--- config.mk ---
export PLATFORM = sky130hd
export DESIGN_NAME = hazard_ctrl_unit_flat
export DESIGN_NICKNAME = d
export VERILOG_FILES = /design/src/rtl/hazard_ctrl_unit_pkg.sv /design/src/rtl/hazard_ctrl_unit_if.sv /design/src/rtl/hazard_ctrl_unit_fwd_sel.sv /design/src/rtl/hazard_ctrl_unit.sv /design/src/flat_wrapper.sv
export SDC_FILE = /design/constraint.sdc
export NUM_CORES = 1
export LEC_CHECK = 0
export ABC_AREA = 1
export BUFFER_PORTS_ARGS = -buffer_cell sky130_fd_sc_hd__clkbuf_2
export CAP_MARGIN = 20
export CORE_ASPECT_RATIO = 0.75
export CORE_MARGIN = 8
export CORE_UTILIZATION = 50
export CTS_CLUSTER_SIZE = 28
export DETAILED_ROUTE_END_ITERATION = 8
export PLACE_DENSITY = 0.91
export SLEW_MARGIN = 25
export SYNTH_ARGS = -nofsm -noshare
export SYNTH_HDL_FRONTEND = slang
export SYNTH_SLANG_ARGS = --single-unit
--- constraint.sdc ---
create_clock -name clk -period 1.9 [get_ports clk]
set_input_delay 0.38 -clock clk [delete_from_list [all_inputs] [get_ports clk]]
set_output_delay 0.38 -clock clk [all_outputs]
set_load 0.1 [all_outputs]
--- src/rtl/hazard_ctrl_unit_pkg.sv ---
// Shared encodings for the hazard/forwarding controller: forwarding selects,
// load-stall FSM states and the default register-address width.
package hazard_ctrl_unit_pkg;

    localparam int AW_DEFAULT = 5;

    typedef enum logic [1:0] {
        FWD_NONE = 2'd0,
        FWD_E    = 2'd1,
        FWD_M    = 2'd2,
        FWD_W    = 2'd3
    } fwd_sel_e;

    typedef enum logic {
        IDLE       = 1'b0,
        LOAD_STALL = 1'b1
    } load_state_e;

endpackage

--- src/rtl/hazard_ctrl_unit_if.sv ---
// Pipeline <-> hazard unit signal bundle; master is the pipeline datapath,
// slave is the hazard controller.
interface hazard_ctrl_unit_if
    import hazard_ctrl_unit_pkg::*;
#(
    parameter int AW = AW_DEFAULT
);

    logic [AW-1:0] d_rs;
    logic [AW-1:0] d_rt;
    logic          d_read_rs;
    logic          d_read_rt;
    logic          d_read_hilo;
    logic          d_mdu_op;
    logic [AW-1:0] e_rw;
    logic [AW-1:0] m_rw;
    logic [AW-1:0] w_rw;
    logic          e_regwrite;
    logic          m_regwrite;
    logic          w_regwrite;
    logic          e_load;
    logic          e_mdu_start;
    logic          e_branch_taken;
    logic [1:0]    fwd_rs;
    logic [1:0]    fwd_rt;
    logic          stall_f;
    logic          stall_d;
    logic          flush_d;
    logic          flush_e;
    logic          mdu_busy;

    modport master (
        output d_rs, d_rt, d_read_rs, d_read_rt, d_read_hilo, d_mdu_op,
        output e_rw, m_rw, w_rw, e_regwrite, m_regwrite, w_regwrite,
        output e_load, e_mdu_start, e_branch_taken,
        input  fwd_rs, fwd_rt, stall_f, stall_d, flush_d, flush_e, mdu_busy
    );

    modport slave (
        input  d_rs, d_rt, d_read_rs, d_read_rt, d_read_hilo, d_mdu_op,
        input  e_rw, m_rw, w_rw, e_regwrite, m_regwrite, w_regwrite,
        input  e_load, e_mdu_start, e_branch_taken,
        output fwd_rs, fwd_rt, stall_f, stall_d, flush_d, flush_e, mdu_busy
    );

endinterface

--- src/rtl/hazard_ctrl_unit_fwd_sel.sv ---
// Per-operand forwarding source select: nearest producing stage wins (E > M > W),
// register $0 never forwards.
module hazard_ctrl_unit_fwd_sel
    import hazard_ctrl_unit_pkg::*;
#(
    parameter int AW = AW_DEFAULT
) (
    input  logic [AW-1:0] i_src,
    input  logic          i_read,
    input  logic [AW-1:0] i_e_rw,
    input  logic          i_e_regwrite,
    input  logic [AW-1:0] i_m_rw,
    input  logic          i_m_regwrite,
    input  logic [AW-1:0] i_w_rw,
    input  logic          i_w_regwrite,
    output fwd_sel_e      o_sel
);

    logic w_src_live;

    assign w_src_live = i_read && (i_src != '0);

    always_comb begin
        o_sel = FWD_NONE;
        if (w_src_live && i_e_regwrite && (i_src == i_e_rw)) begin
            o_sel = FWD_E;
        end else if (w_src_live && i_m_regwrite && (i_src == i_m_rw)) begin
            o_sel = FWD_M;
        end else if (w_src_live && i_w_regwrite && (i_src == i_w_rw)) begin
            o_sel = FWD_W;
        end
    end

endmodule

--- src/rtl/hazard_ctrl_unit.sv ---
// Hazard/forwarding controller for the 5-stage pipeline: combinational forwarding,
// load-use and MUL/DIV stall sequencing, branch flush; controls registered on negedge.
module hazard_ctrl_unit
    import hazard_ctrl_unit_pkg::*;
#(
    parameter int AW       = AW_DEFAULT,
    parameter int LOAD_LAT = 1,
    parameter int MDU_LAT  = 32,
    parameter int CW       = 6
) (
    input  logic               clk,
    input  logic               rst_n,
    hazard_ctrl_unit_if.slave  io_hz
);

    fwd_sel_e    w_fwd_rs;
    fwd_sel_e    w_fwd_rt;
    logic        w_lu_haz;
    logic        w_mdu_haz;
    logic        w_ld_stall;
    logic        w_stall;
    logic        w_flush_d;
    logic        w_flush_e;
    load_state_e r_state;
    load_state_e w_state_nxt;
    logic [CW-1:0] r_ld_cnt;
    logic [CW-1:0] w_ld_cnt_nxt;
    logic [CW-1:0] r_mdu_cnt;
    logic [CW-1:0] w_mdu_cnt_nxt;
    logic        r_stall;
    logic        r_flush_d;
    logic        r_flush_e;
    logic        r_mdu_busy;

    hazard_ctrl_unit_fwd_sel #(.AW(AW)) u_fwd_rs (
        .i_src        (io_hz.d_rs),
        .i_read       (io_hz.d_read_rs),
        .i_e_rw       (io_hz.e_rw),
        .i_e_regwrite (io_hz.e_regwrite),
        .i_m_rw       (io_hz.m_rw),
        .i_m_regwrite (io_hz.m_regwrite),
        .i_w_rw       (io_hz.w_rw),
        .i_w_regwrite (io_hz.w_regwrite),
        .o_sel        (w_fwd_rs)
    );

    hazard_ctrl_unit_fwd_sel #(.AW(AW)) u_fwd_rt (
        .i_src        (io_hz.d_rt),
        .i_read       (io_hz.d_read_rt),
        .i_e_rw       (io_hz.e_rw),
        .i_e_regwrite (io_hz.e_regwrite),
        .i_m_rw       (io_hz.m_rw),
        .i_m_regwrite (io_hz.m_regwrite),
        .i_w_rw       (io_hz.w_rw),
        .i_w_regwrite (io_hz.w_regwrite),
        .o_sel        (w_fwd_rt)
    );

    // E is the highest-priority source, so an FWD_E select is exactly "E matches".
    assign w_lu_haz  = io_hz.e_load && ((w_fwd_rs == FWD_E) || (w_fwd_rt == FWD_E));
    assign w_mdu_haz = r_mdu_busy && (io_hz.d_read_hilo || io_hz.d_mdu_op);

    always_comb begin
        w_state_nxt   = r_state;
        w_ld_cnt_nxt  = r_ld_cnt;
        w_mdu_cnt_nxt = r_mdu_cnt;
        case (r_state)
            IDLE: begin
                if (w_lu_haz && !io_hz.e_branch_taken) begin
                    w_state_nxt  = LOAD_STALL;
                    w_ld_cnt_nxt = CW'(LOAD_LAT - 1);
                end
            end
            LOAD_STALL: begin
                if (r_ld_cnt == '0) begin
                    w_state_nxt = IDLE;
                end else begin
                    w_ld_cnt_nxt = r_ld_cnt - CW'(1);
                end
            end
            default: w_state_nxt = IDLE;
        endcase

        if (io_hz.e_mdu_start) begin
            w_mdu_cnt_nxt = CW'(MDU_LAT);
        end else if (r_mdu_cnt != '0) begin
            w_mdu_cnt_nxt = r_mdu_cnt - CW'(1);
        end

        // Controls reflect the state being entered so the stall lands on the next rising edge.
        w_ld_stall = (w_state_nxt == LOAD_STALL);
        w_stall    = (w_ld_stall || w_mdu_haz) && !io_hz.e_branch_taken;
        w_flush_d  = io_hz.e_branch_taken;
        w_flush_e  = w_ld_stall || w_mdu_haz || io_hz.e_branch_taken;
    end

    always_ff @(negedge clk or negedge rst_n) begin
        if (!rst_n) begin
            r_state    <= IDLE;
            r_ld_cnt   <= '0;
            r_mdu_cnt  <= '0;
            r_stall    <= 1'b0;
            r_flush_d  <= 1'b0;
            r_flush_e  <= 1'b0;
            r_mdu_busy <= 1'b0;
        end else begin
            r_state    <= w_state_nxt;
            r_ld_cnt   <= w_ld_cnt_nxt;
            r_mdu_cnt  <= w_mdu_cnt_nxt;
            r_stall    <= w_stall;
            r_flush_d  <= w_flush_d;
            r_flush_e  <= w_flush_e;
            r_mdu_busy <= (w_mdu_cnt_nxt != '0);
        end
    end

    assign io_hz.fwd_rs   = w_fwd_rs;
    assign io_hz.fwd_rt   = w_fwd_rt;
    assign io_hz.stall_f  = r_stall;
    assign io_hz.stall_d  = r_stall;
    assign io_hz.flush_d  = r_flush_d;
    assign io_hz.flush_e  = r_flush_e;
    assign io_hz.mdu_busy = r_mdu_busy;

endmodule

--- src/flat_wrapper.sv ---
// flat-port wrapper written by rule: the top's interface ports become plain ports
module hazard_ctrl_unit_flat import hazard_ctrl_unit_pkg::*;
#(
    parameter int AW       = AW_DEFAULT,
    parameter int LOAD_LAT = 1,
    parameter int MDU_LAT  = 32,
    parameter int CW       = 6
)
  (clk, rst_n, io_hz_d_rs, io_hz_d_rt, io_hz_d_read_rs, io_hz_d_read_rt, io_hz_d_read_hilo, io_hz_d_mdu_op, io_hz_e_rw, io_hz_m_rw, io_hz_w_rw, io_hz_e_regwrite, io_hz_m_regwrite, io_hz_w_regwrite, io_hz_e_load, io_hz_e_mdu_start, io_hz_e_branch_taken, io_hz_fwd_rs, io_hz_fwd_rt, io_hz_stall_f, io_hz_stall_d, io_hz_flush_d, io_hz_flush_e, io_hz_mdu_busy);
  hazard_ctrl_unit_if #(.AW(AW)) io_hz_i ();
  input  logic clk;
  input  logic rst_n;
  input wire logic [$bits(io_hz_i.d_rs)-1:0] io_hz_d_rs;
  input wire logic [$bits(io_hz_i.d_rt)-1:0] io_hz_d_rt;
  input wire logic [$bits(io_hz_i.d_read_rs)-1:0] io_hz_d_read_rs;
  input wire logic [$bits(io_hz_i.d_read_rt)-1:0] io_hz_d_read_rt;
  input wire logic [$bits(io_hz_i.d_read_hilo)-1:0] io_hz_d_read_hilo;
  input wire logic [$bits(io_hz_i.d_mdu_op)-1:0] io_hz_d_mdu_op;
  input wire logic [$bits(io_hz_i.e_rw)-1:0] io_hz_e_rw;
  input wire logic [$bits(io_hz_i.m_rw)-1:0] io_hz_m_rw;
  input wire logic [$bits(io_hz_i.w_rw)-1:0] io_hz_w_rw;
  input wire logic [$bits(io_hz_i.e_regwrite)-1:0] io_hz_e_regwrite;
  input wire logic [$bits(io_hz_i.m_regwrite)-1:0] io_hz_m_regwrite;
  input wire logic [$bits(io_hz_i.w_regwrite)-1:0] io_hz_w_regwrite;
  input wire logic [$bits(io_hz_i.e_load)-1:0] io_hz_e_load;
  input wire logic [$bits(io_hz_i.e_mdu_start)-1:0] io_hz_e_mdu_start;
  input wire logic [$bits(io_hz_i.e_branch_taken)-1:0] io_hz_e_branch_taken;
  output wire logic [$bits(io_hz_i.fwd_rs)-1:0] io_hz_fwd_rs;
  output wire logic [$bits(io_hz_i.fwd_rt)-1:0] io_hz_fwd_rt;
  output wire logic [$bits(io_hz_i.stall_f)-1:0] io_hz_stall_f;
  output wire logic [$bits(io_hz_i.stall_d)-1:0] io_hz_stall_d;
  output wire logic [$bits(io_hz_i.flush_d)-1:0] io_hz_flush_d;
  output wire logic [$bits(io_hz_i.flush_e)-1:0] io_hz_flush_e;
  output wire logic [$bits(io_hz_i.mdu_busy)-1:0] io_hz_mdu_busy;
  assign io_hz_i.d_rs = io_hz_d_rs;
  assign io_hz_i.d_rt = io_hz_d_rt;
  assign io_hz_i.d_read_rs = io_hz_d_read_rs;
  assign io_hz_i.d_read_rt = io_hz_d_read_rt;
  assign io_hz_i.d_read_hilo = io_hz_d_read_hilo;
  assign io_hz_i.d_mdu_op = io_hz_d_mdu_op;
  assign io_hz_i.e_rw = io_hz_e_rw;
  assign io_hz_i.m_rw = io_hz_m_rw;
  assign io_hz_i.w_rw = io_hz_w_rw;
  assign io_hz_i.e_regwrite = io_hz_e_regwrite;
  assign io_hz_i.m_regwrite = io_hz_m_regwrite;
  assign io_hz_i.w_regwrite = io_hz_w_regwrite;
  assign io_hz_i.e_load = io_hz_e_load;
  assign io_hz_i.e_mdu_start = io_hz_e_mdu_start;
  assign io_hz_i.e_branch_taken = io_hz_e_branch_taken;
  assign io_hz_fwd_rs = io_hz_i.fwd_rs;
  assign io_hz_fwd_rt = io_hz_i.fwd_rt;
  assign io_hz_stall_f = io_hz_i.stall_f;
  assign io_hz_stall_d = io_hz_i.stall_d;
  assign io_hz_flush_d = io_hz_i.flush_d;
  assign io_hz_flush_e = io_hz_i.flush_e;
  assign io_hz_mdu_busy = io_hz_i.mdu_busy;
  hazard_ctrl_unit #(.AW(AW), .LOAD_LAT(LOAD_LAT), .MDU_LAT(MDU_LAT), .CW(CW)) u_core (.clk(clk), .rst_n(rst_n), .io_hz(io_hz_i));
endmodule
==> flow_summary.json <==
{
  "r2r_cells": 8,
  "syn_to_final_growth_pct": 80.2,
  "drc_errors": 0,
  "maxSlewViolCount": 0,
  "pre_cts_slack_ns": -0.609,
  "clk-insertion-delay-late_ns": 0.32,
  "critPathLaunchType": "flop",
  "synth-seq-area-share_pct": 31.3,
  "crit_family": "flip-flops",
  "setup_viol": 18,
  "violations": "setup timing",
  "root_buffer": "clkbuf_4",
  "synth.distinct_cells": 28,
  "insertedDiodeCount": 0,
  "synth_warnings": 0,
  "cp_cell_sequence": "buf_12",
  "slew_headroom_pct": 68.9,
  "antenna_found_initial": 0,
  "leakage_uw": 0.00119,
  "synthCells": 200,
  "clkTransAtPathRegs_ns": 0.09,
  "worst-path-buf-inv": 1,
  "crit_start": "u_core.io_hz.stall_d$_DFF_NN0_",
  "cts_tree": "built",
  "grt_pass1_vias": 1889,
  "layout.nets": 317,
  "syn_nets": 240,
  "rsz0062_at_grt": "true",
  "cts-htree-levels": 1,
  "maxCapViolations": 0,
  "r2r_start": "u_core.r_ld_cnt[1]$_DFFE_NN0P_",
  "num_rows": 16,
  "clock_sinks": 17,
  "worst_path_largest_cell_delay_ns": 0.52,
  "layout-drive-gt1-share_pct": 55.1,
  "viasPerCell": 6.49,
  "rr_endpoint": "u_core.r_ld_cnt[3]$_DFFE_NN0P_",
  "crit_path_end_kind": "output pin",
  "die_x_um": 76.3,
  "ant_nets": 0,
  "fp.dieH_um": 61.2,
  "fin_setup_tns_ns": -4.86,
  "cp.depth": 1,
  "dieArea_um2": 4670,
  "setup_ws_ns": -0.468,
  "grt_pass1_wl_um": 9240,
  "skew_ns": 0.0129,
  "pin_count": 46,
  "r2r_slack_ns": -0.15,
  "drt_iter0_markers": 344,
  "avgSynthCellArea_um2": 6.81,
  "critPathCapture": "io_hz_stall_f",
  "critical_path_class": "reg2out",
  "min_path_type": "reg2reg",
  "irDropWorstVdd_v": 0.000774,
  "first_pass_iters": 5,
  "synth_seq_cells": 17,
  "cp_slowest_cell": "dfrtn_1",
  "clockBufferDepth": 2,
  "vias": 2024,
  "path_max_fanout": 2,
  "grt_use_total_pct": 25.1,
  "gp_congestion": 1.02,
  "syn-cell-area_um2": 1360,
  "place_hpwl_um": 3600,
  "cp.required_ns": 1.52,
  "tightest_slew_ns": 0.467,
  "routedWlPerCell_um": 24.4,
  "wl_um": 7610,
  "grt.overflow.total": 0,
  "crit_arrival_ns": 1.99,
  "io_buffers": 45,
  "grt_max_degree": 18,
  "power_density_nw_per_um2": 613,
  "initial_utilization_pct": 52.3,
  "core_um2": 2600,
  "outcome": "finished, violations left",
  "finalHoldViolCount": 0,
  "cts_made_buffers": 3,
  "cts.hold.buffers_added": 0
}
-- cells in the mapped netlist (all sizes together) --
master  instances  area (um^2)
dfrtn          17          425
nand4           5         31.3
nand3          19          100
o21ai          11         55.1
buf             2         12.5
and3            1         6.26
a21boi          3         22.5
xnor2           9         78.8
a21oi           8         40.0
ha              3         37.5
or2             2         12.5
nor2           25         96.4
xor2            9         78.8
nor3            2         10.0
nor3b           2         20.0
o211ai          1         7.51
nand2          49          204
o22ai           1         6.26
inv            31          116
-- cells in the final DEF (no fill, tap or decap), drive strengths merged, types with 2 or more instances in the layout --
cell type and count:
nor3b 2, nand4 5, nor3 2, or2 2
nor2 25, buf 49, ha 3, o21ai 11
dfrtn 17, xnor2 9, nand2 50, nand3 19
a21oi 8, inv 31, a21boi 3, xor2 9
clkbuf 27
-- flip-flops by register name, summed over array words and instances, names as in the netlist --
signal	cells
u_core.io_hz.flush_d	1
u_core.io_hz.flush_e	1
u_core.io_hz.mdu_busy	1
u_core.io_hz.stall_d	1
u_core.r_ld_cnt	6
u_core.r_mdu_cnt	6
u_core.r_state	1
-- how the worst min path moves through the flow --
stage / from / end / slack, ns / depth (start not counted)
final: u_core.r_ld_cnt[0]$_DFFE_NN0P_ / u_core.r_ld_cnt[0]$_DFFE_NN0P_ / 0.50 / 1
after floorplan: u_core.r_ld_cnt[0]$_DFFE_NN0P_ / u_core.r_ld_cnt[0]$_DFFE_NN0P_ / 0.42 / 1
after detailed placement: u_core.r_mdu_cnt[0]$_DFF_NN0_ / u_core.r_mdu_cnt[0]$_DFF_NN0_ / 0.47 / 3
after global placement: u_core.r_ld_cnt[0]$_DFFE_NN0P_ / u_core.r_ld_cnt[0]$_DFFE_NN0P_ / 0.43 / 1
after CTS: u_core.r_ld_cnt[0]$_DFFE_NN0P_ / u_core.r_ld_cnt[0]$_DFFE_NN0P_ / 0.45 / 1
after global routing: u_core.r_ld_cnt[0]$_DFFE_NN0P_ / u_core.r_ld_cnt[0]$_DFFE_NN0P_ / 0.51 / 1
-- where the power goes --
group          total (uW)  internal (uW)  switching, uW  leakage (uW)
Sequential            489            424           65.5      0.000199
Combinational         792            321            472      0.000973
Clock                 223           79.0            144     0.0000177
Total                1510            824            681       0.00119
-- layer usage --
| metal | wire length, um | vias to the layer above | GRT usage [%] |
|---|---|---|---|
| met5 | 0 | - | 0 |
| li1 | - | 785 | - |
| met3 | 915 | 78 | 7.73 |
| met1 | 2640 | 926 | 26.5 |
| met4 | 668 | 0 | 18.3 |
| met2 | 3390 | 235 | 43.4 |
-- kinds of logic (layout without fill, tap and decap cells) --
logic type                 Yosys count  after routing  share of synthesized area, %
adders and majority gates            3              3                          2.76
DFF                                 17             17                          31.3
and+or+nand+nor                    105            106                          35.3
xor gates and xnor gates            18             18                          11.6
buffers and inverters               33            108                          9.47
AOI/OAI and AO/OA                   24             24                          9.65
-- final cells by class --
cell class              count  area, um^2
clock buffers               3        22.5
fillers                    73         149
multi-input cells         151        1140
well taps                  36        45.0
flip-flops and latches     17         425
inverters                  31         119
repair buffers             73         694
clock inverters             1        5.00
-- stage by stage --
stage | cell area [um^2] | hold WS [ns] | cells | util (%) | total power (uW)
after floorplan | 1460 | 0.418 | 200 | - | 846
after global placement | 2020 | 0.431 | 303 | 77.8 | 1070
after detailed placement | 2020 | 0.467 | 303 | 77.8 | 1090
after CTS | 2200 | 0.455 | 308 | 84.7 | 1330
after global routing | 2450 | 0.505 | 312 | 94.3 | 1560
final | 2450 | 0.495 | 312 | 94.3 | 1510
-- what timing repair did --
item / CTS / global route
endpoints found under the setup margin: 18 / 18
buffers inserted: 0 / 4
gates cloned: 1 / 0
gates resized for setup: 37 / 67
pin swaps: 21 / 37
No activity file was read; power rests on OpenSTA's default activity.
